===== src/rtl/jt12_ch_wr_if.sv =====
// jt12_ch_wr_if: CPU write/read port of the YM2612 channel register front end.
// The CPU side is the master; the register block is the slave.
interface jt12_ch_wr_if;
    logic       cs_n;
    logic       wr_n;
    logic [1:0] addr;
    logic [7:0] din;
    logic [7:0] dout;
    modport master(output cs_n, wr_n, addr, din, input dout);
    modport slave(input cs_n, wr_n, addr, din, output dout);
endinterface


===== src/rtl/jt12_ch_wr.sv =====
// jt12_ch_wr: decodes CPU writes to channel registers A0-A6/B0-B6 into cen-aligned
// update strobes and drives the busy flag seen on status reads.
module jt12_ch_wr #(
    parameter int NUM_CH   = 6,
    parameter int BUSY_CYC = 32
) (
    input  logic         rst,
    input  logic         clk,
    input  logic         cen,
    jt12_ch_wr_if.slave  bus,
    output logic [7:0]   ch_din,
    output logic [2:0]   up_ch,
    output logic [5:0]   latch_fnum,
    output logic         up_fnumlo,
    output logic         up_alg,
    output logic         up_pms
);
    localparam int CW = $clog2(BUSY_CYC + 1);
    typedef enum logic [1:0] {K_NONE, K_FNUM, K_ALG, K_PMS} kind_t;
    logic          wr_last, wr_ok, accept, addr_wr, data_wr, ch_ok, fnum_hi, issue, busy, part;
    logic [7:0]    reg_addr, pend_din;
    logic [2:0]    pend_ch;
    logic [CW-1:0] cnt;
    kind_t         dec_kind, pend_kind;
    always_comb begin
        wr_ok    = !bus.cs_n && !bus.wr_n;
        accept   = wr_ok && !wr_last;
        addr_wr  = accept && !bus.addr[0];
        data_wr  = accept && bus.addr[0];
        ch_ok    = reg_addr[1:0] != 2'd3 && !(part && NUM_CH == 3);
        dec_kind = !ch_ok                  ? K_NONE :
                   reg_addr[7:2] == 6'h28  ? K_FNUM :
                   reg_addr[7:2] == 6'h2C  ? K_ALG  :
                   reg_addr[7:2] == 6'h2D  ? K_PMS  : K_NONE;
        fnum_hi  = ch_ok && reg_addr[7:2] == 6'h29;
        issue    = cen && pend_kind != K_NONE;
        bus.dout = {busy, 7'd0};
    end
    // A write landing on the issue edge refills the buffer after it is drained.
    always_ff @(posedge clk or posedge rst) begin
        if (rst) begin
            wr_last    <= 1'b0;
            reg_addr   <= 8'd0;
            part       <= 1'b0;
            latch_fnum <= 6'd0;
            up_ch      <= 3'd0;
            ch_din     <= 8'd0;
            up_fnumlo  <= 1'b0;
            up_alg     <= 1'b0;
            up_pms     <= 1'b0;
            pend_kind  <= K_NONE;
            pend_ch    <= 3'd0;
            pend_din   <= 8'd0;
            busy       <= 1'b0;
            cnt        <= '0;
        end else begin
            wr_last   <= wr_ok;
            up_fnumlo <= issue && pend_kind == K_FNUM;
            up_alg    <= issue && pend_kind == K_ALG;
            up_pms    <= issue && pend_kind == K_PMS;
            if (issue) begin
                up_ch     <= pend_ch;
                ch_din    <= pend_din;
                pend_kind <= K_NONE;
            end
            if (addr_wr) begin
                reg_addr <= bus.din;
                part     <= bus.addr[1];
            end
            if (data_wr && dec_kind != K_NONE) begin
                pend_kind <= dec_kind;
                pend_ch   <= {part, reg_addr[1:0]};
                pend_din  <= bus.din;
            end
            if (data_wr && fnum_hi)
                latch_fnum <= bus.din[5:0];
            if (data_wr) begin
                busy <= 1'b1;
                cnt  <= CW'(BUSY_CYC);
            end else if (cen && cnt != '0) begin
                cnt  <= cnt - 1'b1;
                busy <= cnt != CW'(1);
            end
        end
    end
endmodule


===== src/flat_wrapper.sv =====
// flat-port wrapper written by rule: the top's interface ports become plain ports
module jt12_ch_wr_flat 
#(
    parameter int NUM_CH   = 6,
    parameter int BUSY_CYC = 32
)
  (rst, clk, cen, ch_din, up_ch, latch_fnum, up_fnumlo, up_alg, up_pms, bus_cs_n, bus_wr_n, bus_addr, bus_din, bus_dout);
  jt12_ch_wr_if bus_i ();
  input  logic rst;
  input  logic clk;
  input  logic cen;
  output logic [7:0] ch_din;
  output logic [2:0] up_ch;
  output logic [5:0] latch_fnum;
  output logic up_fnumlo;
  output logic up_alg;
  output logic up_pms;
  input wire logic [$bits(bus_i.cs_n)-1:0] bus_cs_n;
  input wire logic [$bits(bus_i.wr_n)-1:0] bus_wr_n;
  input wire logic [$bits(bus_i.addr)-1:0] bus_addr;
  input wire logic [$bits(bus_i.din)-1:0] bus_din;
  output wire logic [$bits(bus_i.dout)-1:0] bus_dout;
  assign bus_i.cs_n = bus_cs_n;
  assign bus_i.wr_n = bus_wr_n;
  assign bus_i.addr = bus_addr;
  assign bus_i.din = bus_din;
  assign bus_dout = bus_i.dout;
  jt12_ch_wr #(.NUM_CH(NUM_CH), .BUSY_CYC(BUSY_CYC)) u_core (.rst(rst), .clk(clk), .cen(cen), .bus(bus_i), .ch_din(ch_din), .up_ch(up_ch), .latch_fnum(latch_fnum), .up_fnumlo(up_fnumlo), .up_alg(up_alg), .up_pms(up_pms));
endmodule

===== config.mk =====
export PLATFORM = sky130hd
export DESIGN_NAME = jt12_ch_wr_flat
export DESIGN_NICKNAME = d
export VERILOG_FILES = /design/src/rtl/jt12_ch_wr_if.sv /design/src/rtl/jt12_ch_wr.sv /design/src/flat_wrapper.sv
export SDC_FILE = /design/constraint.sdc
export NUM_CORES = 1
export LEC_CHECK = 0
export ABC_CLOCK_PERIOD_IN_PS = 5400
export BUFFER_PORTS_ARGS = -buffer_cell sky130_fd_sc_hd__buf_2
export CELL_PAD_IN_SITES_DETAIL_PLACEMENT = 0
export CELL_PAD_IN_SITES_GLOBAL_PLACEMENT = 1
export CORE_MARGIN = 2
export CORE_UTILIZATION = 47
export DETAILED_ROUTE_END_ITERATION = 10
export HOLD_SLACK_MARGIN = 0.03
export PLACE_DENSITY = 0.89
export SLEW_MARGIN = 10
export SYNTH_ARGS = -nofsm -noshare
export SYNTH_HDL_FRONTEND = slang
export SYNTH_SLANG_ARGS = --single-unit

===== constraint.sdc =====
create_clock -name clk -period 5.4 [get_ports clk]
set_input_delay 0.54 -clock clk [delete_from_list [all_inputs] [get_ports clk]]
set_output_delay 0.54 -clock clk [all_outputs]
set_load 0.1 [all_outputs]

==> results of run 1 <==
synthesized netlist by cell type:
cell type,number,area (um2)
dfrtp_1,50,1251
mux2_2,27,304.0
mux2_4,9,135.1
buf_4,8,60.06
nand2_1,7,26.28
nor2_1,6,22.52
o21ai_0,5,25.02
a21oi_1,4,20.02
nor4_1,4,25.02
ha_1,3,37.54
inv_1,3,11.26
nand2b_1,3,18.77
clkbuf_1,2,7.510
nand4_1,2,12.51
nor2b_1,2,12.51
o21ba_2,2,20.02
or4_1,2,15.01
a2111o_1,1,11.26
a211o_1,1,8.760
a21boi_0,1,7.510
a22oi_1,1,7.510
and2_1,1,6.260
and3_1,1,6.260
buf_2,1,5.000
buf_6,1,11.26
conb_1,1,3.750
mux2i_1,1,10.01
nand3b_1,1,7.510
nor4_2,1,12.51
nor4b_1,1,8.760
nor4bb_1,1,10.01
o311ai_0,1,8.760
o31ai_1,1,7.510
or2_2,1,6.260
or3b_2,1,8.760
or4_4,1,11.26
or4b_1,1,10.01
or4bb_1,1,11.26
cell usage in the layout, fill, tap and decap left out, types with 2 or more instances in the layout:
cell type and instances:
or4_1 2, nand2_1 7, inv_1 2, nor4_1 4, nor2b_1 2, mux2_4 9, buf_4 2, conb_1 7
o21ba_2 2, mux2_2 27, dfrtp_1 50, nor2_1 6, o21ai_0 5, nand2b_1 3, nand4_1 2, buf_2 35
a21oi_1 4, clkbuf_8 5, ha_1 3
routing by layer:
layer	GRT usage [%]	routed length [um]	up-vias
met5	0	0	-
met2	29.05	2105	44
li1	-	-	635
met4	7.128	73	0
met3	5.278	257	8
met1	20.86	1665	690
cell type report:
cell class	instances	area (um2)	area share, %
sequential	50	1251	50.23
multi-input combinational	101	860.8	34.56
timing repair buffer	37	190.2	7.634
clock buffer	5	68.82	2.762
tap	52	65.06	2.612
clock inverter	3	43.79	1.758
inverter	3	11.26	0.4520
worst max path at each step:
stage	endpoint	cells past startpoint
final	u_core.pend_ch[2]	3
after global routing	u_core.pend_din[5]	3
after CTS	u_core.pend_din[5]	3
after detailed placement	u_core.pend_din[1]	4
after global placement	u_core.pend_ch[2]	4
after floorplan	u_core.pend_ch[2]	5
cell families after synthesis:
group / synth area share (%)
AND/OR/NAND/NOR: 10.60
buffers and inverters: 4.353
multiplexers: 20.56
flip-flops: 57.27
adder cells (fa/ha/maj): 1.718
other: 0.1717
AO/OA/AOI/OAI: 5.327
metrics by stage:
stage               worst slack [ps]  instance area (um2)
global placement                2906                 2379
CTS                             3184                 2491
floorplan                       3105                 2207
global route                    3150                 2491
detailed placement              2874                 2379
finish                          3186                 2491
where the power goes:
part	leakage (nW)	internal, W	switching (W)
registers	0.655	0.000440	0.0000523
clock network	0.0585	0.000139	0.000127
logic	0.571	0.000102	0.000200
total	1.29	0.000681	0.000379
registers in the layout, indices dropped and copies added (netlist names), 2 cells and up:
signal and count:
u_core.ch_din 8, u_core.pend_din 8, u_core.reg_addr 8, u_core.cnt 6
u_core.latch_fnum 6, u_core.pend_ch 3, u_core.up_ch 3, u_core.pend_kind 2
==> summary.md, run 1 <==
| Metric | Value |
|---|---|
| CTS tree | `yes` |
| Reg-to-reg critical path endpoint | `u_core.pend_ch[2]` |
| RSZ-0062 raised after global routing | `no` |
| Critical-path top delay cell | `or4_4` |
| Hold depth | `2` |
| Setup-failing EPs final | `0` |
| First-pass GRT wire length | `6.782 mm` |
| DRC | `0` |
| Placed Instances | `between 200 and 250` |
| Hold EP | `u_core.wr_last` |
| Clock latency on the worst-skew pair | `a little over 300 ps` |
| Die height | `72.18 um` |
| Initial antenna violation count | `0` |
| GRT Total Usage | `between 10% and 20%` |
| Worst Path Arrival | `approximately 2400 ps` |
| Worst reg-to-reg path cell count | `3` |
| Cts bufs inserted | `5` |
| Worst Hold Class | `input port to flip-flop` |
| Gpl congestion | `about 0.81` |
| Total grt overflow | `0` |
| Post-CTS Hold Fix Bufs | `0` |
| Tightest Pin Transition | `1037 ps` |
| Worst Setup SP | `u_core.wr_last` |
| Share of cells above drive strength 1 | `between 40% and 50%` |
| Clock skew | `9.962 ps` |
| Num Clock Sinks | `50` |
| Post-CTS Setup Inserts | `0` |
| Min-delay src | `bus_cs_n` |
| Worst Path Buf+Inv | `0` |
| Max_cap viols | `0` |
| Lkg Pwr | `about 1.3 nW` |
| Worst EP required | `5600 ps` |
| Cell family with most CP delay | `simple AND/OR/NAND/NOR gates` |
| Initial Util | `49.49%` |
| Total power | `around 0.0011 W` |
| Synthesized instance count | `between 150 and 200` |
| Layout area overhead | `14.03%` |
| Final Max Tran Viols | `0` |
| Critical setup path kind | `flip-flop to flip-flop` |
| Die width | `72.18 um` |
| H-tree levels | `2` |
| Final wirelength | `around 4.1 mm` |
| Power Density | `approximately 430 mW/mm2` |
| First DRT Iteration DRCs | `81` |
| Final nets | `216` |
| # fillers | `between 300 and 400` |
| Via/cell ratio | `approximately 5.5` |
| Reg2reg setup slack | `around 3200 ps` |
| Yosys reg bits | `50` |
| Yosys warns | `0` |
| Setup crit end kind | `flip-flop` |
| Clk root buf | `clkbuf_8` |
| Pre-Repair DR Iteration Count | `5` |
| Final Hold Vio Count | `0` |
| Sequential area share after synthesis | `a little under three fifths` |
| Avg WL per Cell | `~16 um` |
| Synth Area per Inst | `13.65 um2` |
| # port buffers | `35` |
| Sequence of cells on the critical path | `or4b_1 > or4_4 > mux2_4` |
| Worst-path fanout max | `10` |
| Peak supply drop | `approximately 0.19 mV` |
| Max frequency | `around 450 MHz` |
| Final cell count without fillers | `between 200 and 300` |
| Routed via count | `roughly 1400` |
| Maximum clock insertion buffer count | `2` |
| Number of routed nets with antenna violations | `0` |
| RR Startpoint | `u_core.wr_last` |
| Worst-path clk slew | `about 90 ps` |
| Netlist Area Pre-Place | `0.002185 mm2` |
| Slew headroom | `a little under a third` |
| Top Ports | `between 40 and 50` |
| Cts repair resizes | `0` |
| Finished Core Util | `a little under three fifths` |
| FP Rows | `24` |
| CP Launch Type | `flip-flop` |
| Die area | `0.005209 mm2` |
| Largest net degree at the start of global routing | `roughly 50` |
| Setup_tns | `0 ps` |
| DP HPWL | `3.023 mm` |
| Status | `complete, no violations` |
| Final Cycle Share | `between 40% and 50%` |
| Number of global-route vias before repair | `about 1400` |
| Crit path largest cell delay | `720 ps` |
| Diodes inserted | `0` |
| Final min period | `2214 ps` |
| Netlist cell types | `38` |
| WHS | `approximately 440 ps` |
| Core Footprint | `0.004414 mm2` |
Note: power is estimated with default switching activity, not from simulation.
==> run 2: changes to the inputs <==
- ABC_CLOCK_PERIOD_IN_PS: 5400 -> 2200
- CORE_UTILIZATION: 47 -> 44
- PLACE_DENSITY: 0.89 -> 0.85
- clock period: 5.4 -> 2.2 ns (I/O delays scaled with it)
==> summary.md, run 2 (synthesis gave the netlist of run 1 again) <==
| Metric | Value |
|---|---|
| Clk root buf | `clkbuf_8` |
| Pre-Repair DR Iteration Count | `4 (-1)` |
| First-pass GRT wire length | `6.361 mm (-6.2%)` |
| Initial antenna violation count | `0 (unchanged)` |
| Num Clock Sinks | `50 (unchanged)` |
| Setup-failing EPs final | `0 (unchanged)` |
| Commonest non-fill, non-tap cell in the layout | `dfrtp_1` |
| Critical setup path kind | `flip-flop to flip-flop` |
| Die area | `0.005544 mm2 (+6.4%)` |
| Gpl congestion | `0.8166 (+1.3%)` |
| Layout area overhead | `16.15%` |
| Power Density | `983.3 mW/mm2 (+130%)` |
| Placed Instances | `262 (+7.8%)` |
| Number of global-route vias before repair | `1360 (-4.0%)` |
| Clock skew | `6.263 ps (-3.699 ps)` |
| Total grt overflow | `0 (unchanged)` |
| Worst Path Arrival | `2300 ps (-110 ps)` |
| Cts bufs inserted | `5 (unchanged)` |
| WHS | `103.7 ps (-339.4 ps)` |
| Number of routed nets with antenna violations | `0 (unchanged)` |
| RSZ-0062 raised after global routing | `no` |
| Finished Core Util | `53.37% (-3.1 points)` |
| Final Hold Vio Count | `0 (unchanged)` |
| Post-CTS Hold Fix Bufs | `1 (+1)` |
| GRT Total Usage | `15.55% (-1.8 points)` |
| Largest registers | `u_core.ch_din x8, u_core.pend_din x8, u_core.reg_addr x8` |
| Max frequency | `475.3 MHz (+5.2%)` |
| Initial Util | `45.95% (-3.5 points)` |
| CP Launch Type | `flip-flop` |
| Post-CTS Setup Inserts | `0 (unchanged)` |
| Worst Hold Class | `input port to flip-flop` |
| DRC | `0 (unchanged)` |
| Crit path largest cell delay | `680 ps (-40 ps)` |
| First DRT Iteration DRCs | `49 (-40%)` |
| Largest net degree at the start of global routing | `19 (-63%)` |
| Cell family with most CP delay | `simple AND/OR/NAND/NOR gates` |
| Most frequent cells in the layout | `dfrtp_1, buf_2, mux2_2` |
| Final min period | `2104 ps (-109.7 ps)` |
| Critical-path top delay cell | `or4_4` |
| Setup crit end kind | `flip-flop` |
| # port buffers | `35 (unchanged)` |
| Share of cells above drive strength 1 | `45.10% (+0.88 points)` |
| Final wirelength | `3.796 mm (-7.5%)` |
| DP HPWL | `2.734 mm (-9.5%)` |
| Maximum clock insertion buffer count | `2 (unchanged)` |
| Die width | `74.46 um (+3.2%)` |
| H-tree levels | `2 (unchanged)` |
| Final Cycle Share | `95.63% (+55 points)` |
| Status | `complete, no violations` |
| Lkg Pwr | `1.301 nW (+1.3%)` |
| Final Max Tran Viols | `0 (unchanged)` |
| Setup_tns | `0 ps (unchanged)` |
| Worst-path clk slew | `90 ps (about the same)` |
| Via/cell ratio | `4.948 (-9.8%)` |
| FP Rows | `25 (+4.2%)` |
| Die height | `74.46 um (+3.2%)` |
| Sequence of cells on the critical path | `or4bb_1 > or4_4 > mux2_4` |
| Diodes inserted | `0 (unchanged)` |
| Core Footprint | `0.004755 mm2 (+7.7%)` |
| Worst-path fanout max | `10 (unchanged)` |
| Avg WL per Cell | `14.01 um (-14%)` |
| Routed via count | `1341 (-2.6%)` |
| Worst Path Buf+Inv | `0 (unchanged)` |
| Worst EP required | `2400 ps (-3200 ps)` |
| Final nets | `221 (+2.3%)` |
| CTS tree | `yes` |
| Max_cap viols | `0 (unchanged)` |
| Top Ports | `43 (unchanged)` |
| Cts repair resizes | `0 (unchanged)` |
| Final cell count without fillers | `271 (+8.0%)` |
| Clock latency on the worst-skew pair | `310 ps (about the same)` |
| Peak supply drop | `0.5784 mV (+210%)` |
[run 2: power breakdown]
group | internal [W] | leakage (nW) | switching [W]
sequential | 0.00108 | 0.655 | 0.000120
combinational | 0.000254 | 0.595 | 0.000476
clock | 0.000259 | 0.0514 | 0.000306
total | 0.00159 | 1.30 | 0.000902
[run 2: cell type report]
type                    count  area (um2)
repair buffers             42       230.2
flip-flops and latches     50        1251
clock buffers               6       82.58
clock inverters             2       17.52
multi-input cells         101       860.8
fillers                   439        2217
inverters                   3       11.26
well taps                  67       83.83
[run 2: worst paths after layout]
check,start,to,slack (ps),cells after the start
worst min register to register,u_core.pend_kind[1],u_core.up_fnumlo,500,1
max in group asynchronous,rst,u_core.pend_kind[0],1230,4
worst max register to register,u_core.reg_addr[3],u_core.pend_din[4],100,3
min in group asynchronous,rst,u_core.ch_din[4],410,3
worst min-delay path,bus_cs_n,u_core.wr_last,100,2
worst max-delay path,u_core.reg_addr[3],u_core.pend_din[4],100,3
[run 2: worst register-to-register path: cells and delay by family (launching register included)]
family	cells	cell delay, ps
DFF	1	400
and+or+nand+nor	2	1260
muxes	1	340
[run 2: per-layer routing]
metal,routed length [um],GRT usage (%)
met4,81,7.738
met3,142,3.252
met5,0,0
met2,1776,24.19
met1,1795,20.76
[run 2: per-stage QoR]
step | total power (W) | instance area [um2] | setup WS, ps
finish | 0.002495 | 2537 | 96.07
global route | 0.002650 | 2537 | 48.71
CTS | 0.002527 | 2537 | 96.22
detailed placement | 0.001953 | 2427 | 108.1
global placement | 0.001932 | 2427 | 151.6
floorplan | 0.001816 | 2207 | 123.4
